==> config.mk <==
export PLATFORM = sky130hd
export DESIGN_NAME = frame_writer
export DESIGN_NICKNAME = d
export VERILOG_FILES = /design/src/rtl/frame_writer_pkg.sv /design/src/rtl/frame_writer_pixel_packer.sv /design/src/rtl/frame_writer.sv
export SDC_FILE = /design/constraint.sdc
export NUM_CORES = 1
export LEC_CHECK = 0
export BUFFER_PORTS_ARGS = -buffer_cell sky130_fd_sc_hd__buf_4
export CAP_MARGIN = 20
export CORE_MARGIN = 2
export CORE_UTILIZATION = 59
export DETAILED_ROUTE_END_ITERATION = 12
export PLACE_DENSITY = 0.81
export SKIP_CTS_REPAIR_TIMING = 1
export SYNTH_ARGS = -nofsm -noshare
export SYNTH_HDL_FRONTEND = slang
export SYNTH_SLANG_ARGS = --single-unit
==> constraint.sdc <==
create_clock -name clk -period 3.65 [get_ports clk]
set_input_delay 0.9125 -clock clk [delete_from_list [all_inputs] [get_ports clk]]
set_output_delay 0.9125 -clock clk [all_outputs]
set_load 0.05 [all_outputs]
==> src/rtl/frame_writer_pkg.sv <==
// Shared constants and state encoding for the frame-buffer writer and its neighbours.
package frame_writer_pkg;

  localparam int unsigned DEF_WORDS_PER_FRAME = 2048;
  localparam int unsigned DEF_N_FRAMES        = 15;
  localparam int unsigned ADDR_W              = 15;

  typedef enum logic [1:0] {
    IDLE = 2'd0,
    HDR  = 2'd1,
    DATA = 2'd2,
    DONE = 2'd3
  } state_t;

endpackage

==> src/rtl/frame_writer_pixel_packer.sv <==
// Collects three bytes MSB first into one 24-bit {R,G,B} pixel word.
module pixel_packer (
  input  logic        clk,
  input  logic        rst_n,
  input  logic        clear,
  input  logic        byte_en,
  input  logic [7:0]  byte_in,
  output logic [23:0] word,
  output logic        word_done
);

  logic [1:0] phase_q;
  logic [7:0] r_q;
  logic [7:0] g_q;

  // The third byte completes the word combinationally so the writer can register it directly.
  assign word      = {r_q, g_q, byte_in};
  assign word_done = byte_en && (phase_q == 2'd2);

  // Byte phase and the two buffered colour bytes.
  always_ff @(posedge clk or negedge rst_n) begin
    if (!rst_n) begin
      phase_q <= '0;
      r_q     <= '0;
      g_q     <= '0;
    end else if (clear) begin
      phase_q <= '0;
    end else if (byte_en) begin
      case (phase_q)
        2'd0: begin
          r_q     <= byte_in;
          phase_q <= 2'd1;
        end
        2'd1: begin
          g_q     <= byte_in;
          phase_q <= 2'd2;
        end
        default: phase_q <= '0;
      endcase
    end
  end

endmodule

==> src/rtl/frame_writer.sv <==
// Parses a SYNC / frame-number / RGB byte stream and writes pixel words into the frame buffer.
module frame_writer
  import frame_writer_pkg::*;
#(
  parameter int unsigned WORDS_PER_FRAME = DEF_WORDS_PER_FRAME,
  parameter int unsigned N_FRAMES        = DEF_N_FRAMES,
  parameter logic [7:0]  SYNC_BYTE       = 8'hA5,
  parameter int unsigned TIMEOUT_CYCLES  = 1000000
) (
  input  logic              clk,
  input  logic              rst_n,
  input  logic [7:0]        in_data,
  input  logic              in_valid,
  output logic              in_ready,
  output logic              wr_en,
  output logic [ADDR_W-1:0] wr_addr,
  output logic [23:0]       wr_data,
  output logic              busy,
  output logic              frame_done,
  output logic              err
);

  localparam int unsigned PIX_W   = (WORDS_PER_FRAME > 1) ? $clog2(WORDS_PER_FRAME) : 1;
  localparam int unsigned FRAME_W = (N_FRAMES > 1) ? $clog2(N_FRAMES) : 1;
  localparam int unsigned TO_W    = $clog2(TIMEOUT_CYCLES + 1);

  state_t             state_q;
  state_t             state_d;
  logic [PIX_W-1:0]   pixel_q;
  logic [FRAME_W-1:0] frame_q;
  logic [TO_W-1:0]    to_cnt_q;
  logic [ADDR_W-1:0]  addr;
  logic [23:0]        word;
  logic               word_done;
  logic               hs;
  logic               to_hit;
  logic               counting;
  logic               bad_frame;
  logic               timeout;

  assign hs       = in_valid && in_ready;
  assign busy     = (state_q != IDLE);
  assign counting = (state_q == HDR) || (state_q == DATA);
  assign to_hit   = (to_cnt_q == TO_W'(TIMEOUT_CYCLES - 1));
  // Computed at full output width; the largest frame/pixel pair still fits without wrap.
  assign addr     = ADDR_W'(frame_q) * ADDR_W'(WORDS_PER_FRAME) + ADDR_W'(pixel_q);

  pixel_packer u_packer (
    .clk       (clk),
    .rst_n     (rst_n),
    .clear     (state_q != DATA),
    .byte_en   (hs && (state_q == DATA)),
    .byte_in   (in_data),
    .word      (word),
    .word_done (word_done)
  );

  // State register.
  always_ff @(posedge clk or negedge rst_n) begin
    if (!rst_n) state_q <= IDLE;
    else        state_q <= state_d;
  end

  // Next-state decode plus the error and timeout conditions.
  always_comb begin
    state_d   = state_q;
    bad_frame = 1'b0;
    timeout   = 1'b0;
    case (state_q)
      IDLE: begin
        if (hs && (in_data == SYNC_BYTE)) state_d = HDR;
      end
      HDR: begin
        if (hs) begin
          if (32'(in_data) < N_FRAMES) begin
            state_d = DATA;
          end else begin
            bad_frame = 1'b1;
            state_d   = IDLE;
          end
        end else if (to_hit) begin
          timeout = 1'b1;
          state_d = IDLE;
        end
      end
      DATA: begin
        if (word_done && (pixel_q == PIX_W'(WORDS_PER_FRAME - 1))) begin
          state_d = DONE;
        end else if (!hs && to_hit) begin
          timeout = 1'b1;
          state_d = IDLE;
        end
      end
      default: state_d = IDLE;
    endcase
  end

  // Registered outputs, frame/pixel tracking and the idle-clock timeout counter.
  always_ff @(posedge clk or negedge rst_n) begin
    if (!rst_n) begin
      in_ready   <= 1'b0;
      wr_en      <= 1'b0;
      wr_addr    <= '0;
      wr_data    <= '0;
      frame_done <= 1'b0;
      err        <= 1'b0;
      pixel_q    <= '0;
      frame_q    <= '0;
      to_cnt_q   <= '0;
    end else begin
      in_ready   <= (state_d != DONE);
      wr_en      <= word_done;
      frame_done <= (state_d == DONE);
      err        <= bad_frame || timeout;
      if (state_q == HDR) begin
        pixel_q <= '0;
        if (hs) frame_q <= in_data[FRAME_W-1:0];
      end
      if (word_done) begin
        wr_addr <= addr;
        wr_data <= word;
        pixel_q <= pixel_q + PIX_W'(1);
      end
      if (counting && !hs && (state_d == state_q)) to_cnt_q <= to_cnt_q + TO_W'(1);
      else                                         to_cnt_q <= '0;
    end
  end

endmodule

---- Word-level counts from Yosys, hierarchy flattened ----
Cells that the tools add are included.
W data, S select, Z words.
word-level totals
  input port bits ......................... 11
  register bits after elaboration ......... 98
  output and inout port bits .............. 44
operators by class
  magnitude comparators ................... 1
  reduce and logical (&&, ||, !) cells .... 19
  mux-type cells .......................... 21
  bitwise gates (word level) .............. 1
  equal/unequal tests ..................... 11
  add/sub/neg operators ................... 3
operators with widths
  cell                     number
  $mux W11                 2
  $add A20 B1 Y20 const B  1
  $eq A20 B20 Y1 const B   1
  $mux W20                 1
  $mux W2                  8
  $add A15 B11 Y15         1
  $add A11 B1 Y11 const B  1
  $eq A11 B11 Y1 const B   1
  $eq A8 B8 Y1 const B     1
  $logic_and A1 B1 Y1      8
  $lt A8 B4 Y1 const B     1
  $mux W1                  7
  $eq A2 B2 Y1 const B     3
  $pmux W2 S3              1
  $reduce_and A3 Y1        2
  $reduce_bool A2 Y1       3
  $eq A2 B1 Y1 const B     2
  $logic_not A2 Y1         2
  $ne A2 B2 Y1 const B     2
  $pmux W2 S2              1
  $eq A2 B2 Y1             1
  $logic_or A1 B1 Y1       2
  $pmux W1 S2              1
  $reduce_and A2 Y1        1
  other kinds (2)          2

---- Depth between registers and ports, before layout ----
  depth in word-level cells ............... 9
  depth in mapped cells ................... 11

---- Cells and area by module ----
A second synthesis with hierarchy kept.
second synthesis, totals
  cell total of the unflattened synthesis .. 364
  area, all modules ....................... 4465.5 sq um
modules (own cells, without submodules)
  module        times used  cells an instance  area each (sq um)  sequential area each (sq um)
  frame_writer  1           311                3688.5             2001.9
  pixel_packer  1           53                 777.0              450.4

---- Worst setup path before layout ----
OpenSTA, ideal clock, no wires.
  path type ............................... in2reg
  from .................................... input port in_valid
  to ...................................... register err
  path buffers ............................ 0
  stages on the path ...................... 5
  library setup time ...................... 128 ps
  slack ................................... 1380 ps
  arrival ................................. 2141 ps
  required time ........................... 3522 ps
  cell sequence ........................... nand2_2 or3_1 or4_4 a21oi_1 o22ai_1
between the ends
  longest elaborated chain between the ends .. 7
ends and longest elaborated chain
  item                                                     RTL line                                             source
  start: declaration                                       frame_writer.sv:13                                   input logic in_valid,
  $logic_and A1 B1 Y1 *                                    frame_writer.sv:41                                   assign hs = in_valid && in_ready;
  $logic_not A1 Y1 or $logic_and A1 B1 Y1 (tied branches)  frame_writer.sv:89, frame_writer.sv:52
  $logic_and A1 B1 Y1, on equally long branches            frame_writer.sv:89, frame_writer_pixel_packer.sv:18
  $mux W1 or $logic_and A1 B1 Y1 (tied branches)           frame_writer.sv:89, frame_writer.sv:87
  $mux W1                                                  frame_writer.sv:87                                   if (word_done && (pixel_q == PIX_W'(WORDS_PER_FRAME - 1))) begin
  $pmux W1 S2                                              frame_writer.sv:69                                   case (state_q)
  $logic_or A1 B1 Y1 *                                     frame_writer.sv:114                                  err <= bad_frame || timeout;
  end signal: assignment                                   frame_writer.sv:114
  end: declaration                                         frame_writer.sv:20                                   output logic err
Every way passes the cells marked *; elsewhere a longest branch is shown, timed or not.
A chain may end at the register's enable or synchronous reset.

---- Worst setup path after layout ----
  from .................................... register state_q[0]
  to ...................................... register pixel_q[5]
between the ends
  longest elaborated chain between the ends .. 4
ends and longest elaborated chain
  item                                            RTL line                         source
  start: declaration                              frame_writer.sv:27               state_t state_q;
  start signal: assignment                        frame_writer.sv:61               else state_q <= state_d;
  $eq A2 B2 Y1                                    frame_writer.sv:52               .byte_en (hs && (state_q == DATA)),
  $logic_and A1 B1 Y1                             frame_writer.sv:52
  $logic_and A1 B1 Y1                             frame_writer_pixel_packer.sv:18  assign word_done = byte_en && (phase_q == 2'd2);
  $mux W11 or $reduce_bool A2 Y1 (tied branches)  n/a
  end signal: assignment                          frame_writer.sv:122              pixel_q <= pixel_q + PIX_W'(1);
  end: declaration                                frame_writer.sv:29               logic [PIX_W-1:0] pixel_q;
Several ways; a longest one is shown, not always the timed one.

==> impl_metrics.csv <==
group,metric,value,unit
yosys,ys.flop_type,"dfrtp_1",
routing,drtPass1Iterations,4,
job,drv_cap,0,
placement,dpl.hpwl,6429,um
routing,drt_iter0_drc,183,
setup_path,critical_path.max_fanout,20,
setup_path,critPathArrivalTime,3.19,ns
floorplan,num_rows,31,
global_routing,grtUsageTotal,0.2419,
clocking,clkTransAtPathRegs,0.09,ns
floorplan,die_w,89.65,um
clocking,cts_buffer_depth,2,
placement,placed_cells,579,
yosys,synth_edf_count,0,
global_routing,first_global_vias,3051,
power,p_int,1.617,mW
timing,setup_viol,0,
power,p_leak,2.479,nW
floorplan,ioPinCount,55,
placement,io_buffer_count,54,
timing,fin_crit,2.936,ns
layout,antenna_cells,0,
clocking,cts_made_buffers,9,
yosys,synth.distinct_cells,49,
yosys,netlist_instances,435,
floorplan,dieArea,8036,sq um
layout,nFillCells,544,
power,pwr-share-clk,0.299,
power,powerDensity,450.3,nW/um^2
power,p_seq_frac,0.540,
yosys,yosys_warnings,0,
timing,hold_violations,0,
outcome,outcome,"completed",
global_routing,grt_antenna_before_repair,0,
routing,drt_wl_total,9006,um
global_routing,grt_overflow_total,0,
global_routing,grt_max_degree,51,
timing,tns,0,ns
setup_path,rr_startpoint,"state_q[0]",
routing,final_antenna_net_count,0,
yosys,yosys_register_bits,98,
yosys,synth_nets,452,
power,ir_drop,267.3,uV
routing,wire_per_inst,15.16,um
worst_hold_path,holdCritStartpoint,"u_packer.g_q[0]",
timing,tightest_slew,0.7578,ns
layout,fin_cells,594,
layout,drive_gt1_frac,0.2061,
setup_path,startpoint,"state_q[0]",
layout,nNetsFinal,508,
clocking,cts_tree,"yes",
timing,slew_headroom,0.4920,
clocking,clock_latency,0.36,ns
setup_path,path_class,"register to register",
timing,max_freq,340.5,MHz
layout,layout_common_cells,"134 x nand2_1, 98 x dfrtp_1, 59 x buf_4",
timing,skew,0.009353,ns
yosys,async_flop_share,1.000,
timing,rsz0062_at_grt,"no",
layout,final_common_cell,"nand2_1",
routing,viasPerCell,5.446,
clocking,cts_root_buf,"clkbuf_8",
timing,slew_viol_final,0,
timing,hold_slack,0.4702,ns
placement,gp_congestion,0.8263,
floorplan,initial_core_util,0.6031,
worst_hold_path,hp-class,"register to register",
yosys,ys_seq_area_frac,0.5666,
setup_path,end_kind,"register",
routing,vias,3235,
setup_path,rr_worst_depth,8,
yosys,synth.avg_cell_area,9.949,sq um
routing,remaining_drc_errors,0,
setup_path,cp_data_required_time,3.90,ns
layout,fin_util,0.6982,
global_routing,grt_pass1_wl,14520,um
timing,period_share,0.8045,
clocking,htree_levels,3,
clocking,cts_num_sinks,98,
setup_path,critPathLaunchType,"register",
power,switching_share,0.2834,
power,netSwitchingPower,0.6395,mW
floorplan,die_h,89.65,um
worst_hold_path,worstHoldPathCells,2,
layout,syn_to_final_growth,15.76,%
floorplan,core-area,7176,sq um
yosys,syn_area,4328,sq um
power,comb_power_share,0.161,
power,design_power_total,2.256,mW
-- state kept, by name, summed over array words and instances, names as in the netlist --
| name | cells |
|---|---|
| frame_done | 1 |
| wr_addr | 15 |
| u_packer.g_q | 8 |
| wr_en | 1 |
| to_cnt_q | 20 |
| err | 1 |
| state_q | 2 |
| pixel_q | 11 |
| wr_data | 24 |
| frame_q | 4 |
| u_packer.r_q | 8 |
| u_packer.phase_q | 2 |
| in_ready | 1 |
-- kinds of logic after synthesis --
logic type / synth area share
DFF: 0.5666
adders and majority gates: 0.01735
buffers and inverters: 0.02370
and+or+nand+nor: 0.2408
muxes: 0.05204
xor gates and xnor gates: 0.03845
AOI/OAI and AO/OA: 0.06100
-- critical path, cell delays in order, from the launching register on --
cell and delay, ns:
dfrtp_1 0.49, inv_1 0.12, ha_1 0.32, nand2_1 0.09
or3_1 0.52, inv_1 0.49, nor2_1 0.54, o21ai_0 0.17
o41ai_1 0.08
-- power by group through the flow --
stage | sequential [mW] | clock, mW | combinational (mW)
after floorplan | 1.23 | 0 | 0.258
after global placement | 1.24 | 0 | 0.352
after detailed placement | 1.24 | 0 | 0.364
after CTS | 1.22 | 0.687 | 0.365
after global routing | 1.23 | 0.728 | 0.399
final | 1.22 | 0.674 | 0.364
-- worst paths after layout --
| check | end | slack [ns] |
|---|---|---|
| worst max-delay path | pixel_q[5] | 0.71 |
| worst min-delay path | wr_data[8] | 0.47 |
| worst max register to register | pixel_q[5] | 0.71 |
| worst min register to register | wr_data[8] | 0.47 |
| max in group asynchronous | to_cnt_q[15] | 2.31 |
| min in group asynchronous | wr_data[0] | 0.56 |
-- area by class of cell --
class / count / area [sq um] / area share
Clock buffer: 11 / 131.4 / 0.02622
Clock inverter: 4 / 52.55 / 0.01049
Inverter: 9 / 33.78 / 0.006743
Multi-Input combinational cell: 314 / 1773 / 0.3539
Sequential cell: 98 / 2452 / 0.4895
Tap cell: 99 / 123.9 / 0.02473
Timing Repair Buffer: 59 / 442.9 / 0.08841
-- cell usage after synthesis, drive strengths merged (3+ instances only) --
master / count / area [sq um]
mux2: 20 / 225.2
nand2b: 3 / 18.77
xor2: 9 / 78.83
and3: 3 / 18.77
ha: 6 / 75.07
or4: 5 / 41.29
o21ai: 15 / 75.07
nor3: 11 / 60.06
nor2: 37 / 138.9
nor2b: 3 / 18.77
a31oi: 3 / 33.78
dfrtp: 98 / 2452
clkbuf: 5 / 18.77
nand3: 13 / 75.07
and4: 3 / 26.28
xnor2: 10 / 87.58
inv: 9 / 33.78
a21oi: 6 / 30.03
nand4: 6 / 37.54
nand2: 135 / 509.2
buf: 9 / 50.04
-- through the flow --
step / cell area [sq um] / setup WS [ns]
3_3_place_gp: 4826 / 0.5894
4_1_cts: 5010 / 0.7461
6_report: 5010 / 0.7135
5_1_grt: 5010 / 0.4026
3_5_place_dp: 4826 / 0.5384
2_1_floorplan: 4328 / 1.380
-- metal layers --
metal / global-route usage / wire length, um / vias to the layer above
li1: - / - / 1564
met1: 0.3360 / 3975 / 1584
met2: 0.3884 / 4465 / 78
met3: 0.03016 / 431 / 9
met4: 0.1018 / 134 / 0
met5: 0 / 0 / -
(Power assumes the default switching activity.)
